## config.mk

```make
export PLATFORM = sky130hd
export DESIGN_NAME = reg_access_ctrl_flat
export DESIGN_NICKNAME = d
export VERILOG_FILES = /design/src/rtl/reg_access_ctrl_if.sv /design/src/rtl/reg_access_ctrl.sv /design/src/flat_wrapper.sv
export SDC_FILE = /design/constraint.sdc
export NUM_CORES = 1
export LEC_CHECK = 0
export ABC_AREA = 1
export ABC_CLOCK_PERIOD_IN_PS = 1100
export CAP_MARGIN = 15
export CORE_ASPECT_RATIO = 0.8
export CORE_MARGIN = 10
export CORE_UTILIZATION = 30
export CTS_CLUSTER_DIAMETER = 50
export DETAILED_ROUTE_END_ITERATION = 6
export PLACE_DENSITY = 0.7
export SKIP_LAST_GASP = 1
export SLEW_MARGIN = 20
export SYNTH_ARGS = -nofsm -noshare
export SYNTH_HDL_FRONTEND = slang
export SYNTH_SLANG_ARGS = --single-unit
```

## constraint.sdc

```tcl
create_clock -name clk -period 1.1 [get_ports clk]
set_input_delay 0.22 -clock clk [delete_from_list [all_inputs] [get_ports clk]]
set_output_delay 0.22 -clock clk [all_outputs]
set_load 0.01 [all_outputs]
```

## src/rtl/reg_access_ctrl_if.sv

```systemverilog
// Requester-side configuration bus: select/ack handshake carrying one
// read or write transaction at a time.
interface reg_access_ctrl_if;
    logic       mem_sel_en;
    logic       mem_wr_rd_s;
    logic [7:0] mem_addr;
    logic [7:0] mem_wr_data;
    logic [7:0] mem_rd_data;
    logic       mem_ack;
    logic       mem_err;

    modport master (
        output mem_sel_en, mem_wr_rd_s, mem_addr, mem_wr_data,
        input  mem_rd_data, mem_ack, mem_err
    );

    modport slave (
        input  mem_sel_en, mem_wr_rd_s, mem_addr, mem_wr_data,
        output mem_rd_data, mem_ack, mem_err
    );
endinterface

```

## src/rtl/reg_access_ctrl.sv

```systemverilog
// Configuration-bus controller: decodes single transactions from the
// requester into one-hot write pulses or read-back muxing for four 8-bit
// configuration registers. Unmapped addresses complete with an error flag.
module reg_access_ctrl #(
    parameter int unsigned NUM_OF_REG = 4
) (
    input  logic                    clk,
    input  logic                    rst_n,
    reg_access_ctrl_if.slave        bus,
    output logic                    cfg_busy,
    output logic [7:0]              wr_en,
    output logic [7:0]              wr_data,
    input  logic [7:0]              reg_data_0,
    input  logic [7:0]              reg_data_1,
    input  logic [7:0]              reg_data_2,
    input  logic [7:0]              reg_data_3
);

    localparam logic [1:0] IDLE     = 2'd0;
    localparam logic [1:0] ACCESS   = 2'd1;
    localparam logic [1:0] RESP     = 2'd2;
    localparam logic [1:0] WAIT_REL = 2'd3;

    logic [1:0]            state_q, state_d;
    logic [7:0]            addr_q, addr_d;
    logic                  wr_rd_q, wr_rd_d;
    logic [7:0]            wdata_q, wdata_d;
    logic [7:0]            rdata_q, rdata_d;
    logic                  ack_q, ack_d;
    logic                  err_q, err_d;
    logic [7:0]            wr_en_q, wr_en_d;
    logic [NUM_OF_REG-1:0] hit;

    // Byte address to one-hot register select; all-zero means unmapped.
    function automatic logic [NUM_OF_REG-1:0] decode(input logic [7:0] a);
        logic [NUM_OF_REG-1:0] s;
        s = '0;
        case (a)
            8'h00:   s[0] = 1'b1;
            8'h02:   s[1] = 1'b1;
            8'h04:   s[2] = 1'b1;
            8'h08:   s[3] = 1'b1;
            default: s = '0;
        endcase
        return s;
    endfunction

    assign hit = decode(addr_q);

    // Next-state logic. The write pulse is decoded from the live address
    // at the accept edge so that wr_en is itself a register and is high
    // exactly during ACCESS.
    always_comb begin
        state_d = state_q;
        addr_d  = addr_q;
        wr_rd_d = wr_rd_q;
        wdata_d = wdata_q;
        rdata_d = rdata_q;
        ack_d   = 1'b0;
        err_d   = 1'b0;
        wr_en_d = '0;
        case (state_q)
            IDLE: begin
                if (bus.mem_sel_en) begin
                    addr_d  = bus.mem_addr;
                    wr_rd_d = bus.mem_wr_rd_s;
                    wdata_d = bus.mem_wr_data;
                    if (bus.mem_wr_rd_s) begin
                        wr_en_d = {{(8-NUM_OF_REG){1'b0}}, decode(bus.mem_addr)};
                    end
                    state_d = ACCESS;
                end
            end
            ACCESS: begin
                ack_d   = 1'b1;
                err_d   = (hit == '0);
                rdata_d = 8'h00;
                if (!wr_rd_q) begin
                    rdata_d = ({8{hit[0]}} & reg_data_0) |
                              ({8{hit[1]}} & reg_data_1) |
                              ({8{hit[2]}} & reg_data_2) |
                              ({8{hit[3]}} & reg_data_3);
                end
                state_d = RESP;
            end
            RESP: begin
                state_d = bus.mem_sel_en ? WAIT_REL : IDLE;
            end
            WAIT_REL: begin
                if (!bus.mem_sel_en) begin
                    state_d = IDLE;
                end
            end
            default: state_d = IDLE;
        endcase
    end

    // State and output registers with synchronous active-low reset.
    always_ff @(posedge clk) begin
        if (!rst_n) begin
            state_q <= IDLE;
            addr_q  <= '0;
            wr_rd_q <= 1'b0;
            wdata_q <= '0;
            rdata_q <= '0;
            ack_q   <= 1'b0;
            err_q   <= 1'b0;
            wr_en_q <= '0;
        end else begin
            state_q <= state_d;
            addr_q  <= addr_d;
            wr_rd_q <= wr_rd_d;
            wdata_q <= wdata_d;
            rdata_q <= rdata_d;
            ack_q   <= ack_d;
            err_q   <= err_d;
            wr_en_q <= wr_en_d;
        end
    end

    assign bus.mem_rd_data = rdata_q;
    assign bus.mem_ack     = ack_q;
    assign bus.mem_err     = err_q;
    assign wr_en           = wr_en_q;
    assign wr_data         = wdata_q;
    assign cfg_busy        = (state_q != IDLE);

endmodule

```

## src/flat_wrapper.sv

```systemverilog
// flat-port wrapper written by rule: the top's interface ports become plain ports
module reg_access_ctrl_flat 
#(
    parameter int unsigned NUM_OF_REG = 4
)
  (clk, rst_n, cfg_busy, wr_en, wr_data, reg_data_0, reg_data_1, reg_data_2, reg_data_3, bus_mem_sel_en, bus_mem_wr_rd_s, bus_mem_addr, bus_mem_wr_data, bus_mem_rd_data, bus_mem_ack, bus_mem_err);
  reg_access_ctrl_if bus_i ();
  input  logic clk;
  input  logic rst_n;
  output logic cfg_busy;
  output logic [7:0] wr_en;
  output logic [7:0] wr_data;
  input  logic [7:0] reg_data_0;
  input  logic [7:0] reg_data_1;
  input  logic [7:0] reg_data_2;
  input  logic [7:0] reg_data_3;
  input wire logic [$bits(bus_i.mem_sel_en)-1:0] bus_mem_sel_en;
  input wire logic [$bits(bus_i.mem_wr_rd_s)-1:0] bus_mem_wr_rd_s;
  input wire logic [$bits(bus_i.mem_addr)-1:0] bus_mem_addr;
  input wire logic [$bits(bus_i.mem_wr_data)-1:0] bus_mem_wr_data;
  output wire logic [$bits(bus_i.mem_rd_data)-1:0] bus_mem_rd_data;
  output wire logic [$bits(bus_i.mem_ack)-1:0] bus_mem_ack;
  output wire logic [$bits(bus_i.mem_err)-1:0] bus_mem_err;
  assign bus_i.mem_sel_en = bus_mem_sel_en;
  assign bus_i.mem_wr_rd_s = bus_mem_wr_rd_s;
  assign bus_i.mem_addr = bus_mem_addr;
  assign bus_i.mem_wr_data = bus_mem_wr_data;
  assign bus_mem_rd_data = bus_i.mem_rd_data;
  assign bus_mem_ack = bus_i.mem_ack;
  assign bus_mem_err = bus_i.mem_err;
  reg_access_ctrl #(.NUM_OF_REG(NUM_OF_REG)) u_core (.clk(clk), .rst_n(rst_n), .bus(bus_i), .cfg_busy(cfg_busy), .wr_en(wr_en), .wr_data(wr_data), .reg_data_0(reg_data_0), .reg_data_1(reg_data_1), .reg_data_2(reg_data_2), .reg_data_3(reg_data_3));
endmodule
```

=== After elaboration in Yosys (flattened, before gate mapping) ===
Index checks and enable logic that the tools add are counted.

* Register bits: 37
* Input bits: 52
* Output and inout bits: 27
* Logic and storage cells: 51

* Equality and inequality tests: 11
* Muxes and demuxes: 14
* Bitwise operators: 7
* Reductions and logical operators: 10

{| class="wikitable"
|+ Operators with widths
! operator !! number
|-
| $and 8x8->8 || 4
|-
| $or 8x8->8 || 3
|-
| $eq 8x2->1 const B || 2
|-
| $eq 8x3->1 const B || 2
|-
| $eq 8x4->1 const B || 2
|-
| $logic_not 8->1 || 2
|-
| $mux 1 || 9
|-
| $mux 8 || 1
|-
| $pmux 2 s4 || 1
|-
| $mux 2 || 3
|-
| $reduce_and 2->1 || 3
|-
| $eq 2x2->1 const B || 2
|-
| $logic_not 4->1 || 1
|-
| $ne 2x2->1 const B || 2
|-
| $reduce_and 4->1 || 1
|-
| $reduce_and 3->1 || 1
|-
| $eq 2x1->1 const B || 1
|-
| $logic_not 2->1 || 1
|-
| $reduce_bool 2->1 || 1
|}

=== Logic depth before layout (Yosys ltp) ===
* Depth after elaboration: 7
* Mapped depth: 8
* Depth with buffers taken out: 7

=== Worst setup path after synthesis ===
Ideal clock, no wire load.

* Path type: flip-flop to flip-flop
* Start point: register u_core.state_q[1]
* End point: register u_core.addr_q[7]
* Library setup time: 0.116 ns
* Arrival: 0.968 ns
* Data required time: 0.984 ns
* Path slack: 0.016 ns
* Cell stages (with the launch flop): 8
* Path buffers: 1
* Clock period less this slack: 1.084 ns
* Cells stage by stage: dfxtp_1 nor2_2 inv_2 nor2_8 inv_2 buf_6 nor2_1 nor2_1

* Longest elaborated chain between the ends: 2

{| class="wikitable"
|+ RTL lines
! element !! line !! RTL
|-
| start: declaration || reg_access_ctrl.sv:24 || <nowiki>logic [1:0] state_q, state_d;</nowiki>
|-
| start signal: assignment || reg_access_ctrl.sv:110 || <nowiki>state_q <= state_d;</nowiki>
|-
| $logic_not 2->1 || reg_access_ctrl.sv:62 || <nowiki>case (state_q)</nowiki>
|-
| $reduce_and 2->1 (no line) || n/a ||
|-
| end signal: assignment || reg_access_ctrl.sv:111 || <nowiki>addr_q <= addr_d;</nowiki>
|-
| end: declaration || reg_access_ctrl.sv:25 || <nowiki>logic [7:0] addr_q, addr_d;</nowiki>
|}

No other way between the ends.
A chain may end at the register's enable or synchronous reset.

=== Worst setup path after layout ===
* Start point: register u_core.addr_q[2]
* End point: register u_core.rdata_q[2] (netlist: u_core.bus.mem_rd_data[2])

* Longest elaborated chain between the ends: 7
* Elaborated cells between the ends (all ways): 16
* Those cells by class: eq/ne: 3; mux: 5; bitwise: 7; reduce/logical: 1

{| class="wikitable"
|+ RTL lines
! element !! line !! RTL
|-
| $eq 8x2->1 / $logic_not 8->1 (equally long branches) || reg_access_ctrl.sv:38 || <nowiki>case (a)</nowiki>
|-
| $mux 1 || reg_access_ctrl.sv:38 ||
|-
| $and 8x8->8 (on tied branches) || reg_access_ctrl.sv:80, reg_access_ctrl.sv:79 ||
|-
| $or 8x8->8 || reg_access_ctrl.sv:79 || <nowiki>rdata_d = ({8{hit[0]}} & reg_data_0) |</nowiki>
|-
| $or 8x8->8 || reg_access_ctrl.sv:80 || <nowiki>({8{hit[1]}} & reg_data_1) |</nowiki>
|-
| $or 8x8->8 (*) || reg_access_ctrl.sv:81 || <nowiki>({8{hit[2]}} & reg_data_2) |</nowiki>
|-
| $mux 8 (*) || reg_access_ctrl.sv:78 || <nowiki>if (!wr_rd_q) begin</nowiki>
|-
| end signal: assignment || reg_access_ctrl.sv:114 || <nowiki>rdata_q <= rdata_d;</nowiki>
|-
| end: declaration || reg_access_ctrl.sv:28 || <nowiki>logic [7:0] rdata_q, rdata_d;</nowiki>
|}

Mark *: on every way between the ends. The rest lies on a longest branch, timed or not.

==> run_results.csv <==
group,metric,value,unit
cts,clock_latency,280,ps
setup_path,critPathMaxFanout,5,
logic_synthesis,synth_area_per_cell,7.35,um^2
global_route,antenna_found_initial,0,
global_route,globalRouteOverflowTotal,0,
timing,timing.final.crit_share,118,%
cts,cts-root-buf,"clkbuf_8",
finish,nets,365,
job,maxCapViolCount,0,
route,drt_iter0_markers,100,
floorplanning,rows,23,
floorplanning,core,0.00501,mm^2
setup_path,crit_buf_inv,2,
setup_path,r2r_cells,8,
power,leakagePower,1.24,nW
global_route,grt.total_usage,13.1,%
timing,setup_violations,31,
hold_path,holdPathStages,3,
timing,fin_skew,8.16,ps
floorplanning,fp.dieH,84.3,um
setup_path,max_stage_delay,360,ps
placement,hpwl,3750,um
logic_synthesis,ys_warn_count,0,
route,post_drt_wl_per_cell,15.5,um
global_route,busiest_layer,"met2",
floorplanning,die_area,0.00846,mm^2
setup_path,crit_path_start_kind,"register",
logic_synthesis,syn_area,0.00155,mm^2
global_route,grt.met1_usage,15.6,%
setup_path,critPathRequiredTime,1310,ps
route,vias,1807,
logic_synthesis,synthDistinctLibCells,23,
setup_path,r2r_slack,-200,ps
run_status,violations,"setup timing",
route,drcViolationCount,0,
timing,period_needed,1300,ps
placement,dp_slack,-398,ps
hold_path,worstHoldStart,"bus_mem_addr[0]",
logic_synthesis,synthCells,211,
cts,cts_tree,"done",
setup_path,cp.arrival,1510,ps
timing,maxSlewViolCount,0,
finish,drive_gt1_share,35.6,%
setup_path,timing.rr.start,"u_core.addr_q[2]",
cts,numClockSinks,33,
timing,fmax,0.768,GHz
finish,num_antenna_cells,0,
floorplanning,chipWidth,100,um
cts,clkTransAtPathRegs,70,ps
route,wirelength,5790,um
setup_path,crit_family,"simple AND/OR/NAND/NOR gates",
global_route,grt_pass1_wl,9140,um
floorplanning,start_util,31.0,%
timing,hold_violations,0,
placement,gp_congestion,0.751,
setup_path,crit_path_end_kind,"register",
finish,postLayoutCoreUtil,56.9,%
power,powerDensity,1130,mW/mm^2
power,power.total,3.21,mW
cts,h-tree-depth,2,
route,firstDrtPassIters,4,
cts,clk_path_buf_depth,2,
logic_synthesis,yosysSeqAreaShare,42.6,%
run_status,outcome,"finished with violations",
finish,synthToLayoutAreaGrowth,83.9,%
placement,io_buffers,74,
route,vias_per_cell,4.83,
timing,rsz0062_at_grt,"yes",
floorplanning,io_pins,79,
setup_path,crit_type,"register to register",
global_route,grt_max_degree,27,
timing,fin_ws,-202,ps
power,vdd_drop_max,0.750,mV
route,postRouteAntennaNets,0,
cts,numCtsBuffers,5,
hold_path,whs_endpoint,"u_core.addr_q[0]",
setup_path,slowest_stage,"dfxtp_2",
logic_synthesis,ys_seq_elements,33,
setup_path,r2r_end,"u_core.bus.mem_rd_data[2]",
hold_path,hp-class,"primary input to register",
global_route,use_met3,5.81,%
timing,whs,251,ps
global_route,grt_pass1_vias,1760,
cts,ctsHoldBuffers,0,
global_route,use_met2,20.9,%
setup_path,crit_chain,"inv_2, nand2_2, nor2_4, buf_12, nand3_1, nand2_1, o21ai_1, a21oi_1",
## worst max path at each step
stage | to | slack [ps] | cells after the start | start
after floorplan | u_core.addr_q[7] | 20 | 7 | u_core.state_q[1]
after global placement | u_core.bus.mem_rd_data[5] | -320 | 5 | rst_n
after detailed placement | u_core.wr_en[2] | -400 | 6 | bus_mem_addr[7]
after CTS | cfg_busy | -190 | 3 | u_core.state_q[0]
after global routing | u_core.bus.mem_rd_data[2] | -290 | 7 | u_core.addr_q[0]
final | u_core.bus.mem_rd_data[2] | -200 | 8 | u_core.addr_q[2]
## routing by layer
metal  vias to the layer above  part of all wire [%]
li1                        894                     -
met1                       839                    42
met2                        69                    47
met3                         5                    10
met4                         0                  0.73
met5                         -                     0
## cells in the final DEF (no fill, tap or decap), types with 3 or more instances in the layout
cell type        instances
clkbuf_2                15
nand2_1                 36
o21ai_1                  9
a21oi_1                 16
nor2_2                   7
nand3_1                 23
o21ai_2                 11
inv_2                    4
buf_4                   12
o21ai_0                  3
nand2_2                  3
dfxtp_2                  5
clkbuf_8                 5
clkdlybuf4s50_1         48
conb_1                   4
dfxtp_1                 27
dlygate4sd2_1            3
nor2_1                  13
buf_6                    8
nor2_4                  15
buf_12                   4
inv_1                   10
dlymetal6s2s_1           3
## where the power goes
part	leakage (nW)	total [mW]	switching [mW]	internal, mW
clock	0.0399	0.818	0.403	0.415
sequential	0.273	1.34	0.0622	1.27
combinational	0.928	1.06	0.540	0.515
total	1.24	3.21	1.01	2.20
## synth_stat cells
master / number / area [um^2]
nand2_1: 40 / 150
dfxtp_1: 33 / 661
nand3_1: 26 / 130
nor2_1: 25 / 93.8
a21oi_1: 17 / 85.1
o21ai_0: 17 / 85.1
inv_1: 13 / 48.8
o21ai_1: 8 / 40.0
buf_4: 5 / 37.5
nor2_2: 4 / 25.0
inv_2: 3 / 11.3
nor2_4: 3 / 33.8
nor3_1: 3 / 15.0
and3_1: 2 / 12.5
buf_6: 2 / 22.5
clkbuf_1: 2 / 7.51
nor2_8: 2 / 40.0
a211oi_1: 1 / 7.51
buf_8: 1 / 15.0
conb_1: 1 / 3.75
inv_4: 1 / 6.26
nand2_2: 1 / 6.26
nor4_2: 1 / 12.5
## area by class of cell
type | count | area, um^2
timing repair buffer | 98 | 937
multi-input combinational | 157 | 990
sequential | 33 | 671
timing repair inverter | 1 | 11.3
fill | 451 | 2160
tap | 62 | 77.6
inverter | 17 | 90.1
clock inverter | 1 | 5.00
clock buffer | 5 | 68.8
## per-stage QoR
step	setup TNS, ps	cell area (um^2)	std cells
6_report	-3460	2850	374
5_1_grt	-5620	2850	374
4_1_cts	-3810	2800	370
3_5_place_dp	-9800	2430	355
3_3_place_gp	-8970	2430	355
2_1_floorplan	0	1560	214
## state kept, by name (all words and copies together), names as in the netlist
signal                  count
u_core.addr_q               8
u_core.bus.mem_ack          1
u_core.bus.mem_err          1
u_core.bus.mem_rd_data      8
u_core.state_q              2
u_core.wr_data              8
u_core.wr_en                4
u_core.wr_rd_q              1
## cells by family after synthesis
kind of cell           count (synthesis)  share of synthesized area, %
AO/OA/AOI/OAI                         43                          14.0
buffers and inverters                 27                          9.60
flip-flops                            33                          42.6
other                                  1                         0.242
AND/OR/NAND/NOR                      107                          33.5
## tightest hold or removal path, stage by stage
cell and delay [ps]:
dlymetal6s2s_1 120, o21ai_2 70, a21oi_1 90
## repair_timing
item | CTS | global route
resized for setup | 102 | 61
buffers inserted | 4 | 4
pin swaps | 15 | 16
gates cloned | 5 | 0
endpoints found under the setup margin | 53 | 52
(Power assumes the default switching activity.)
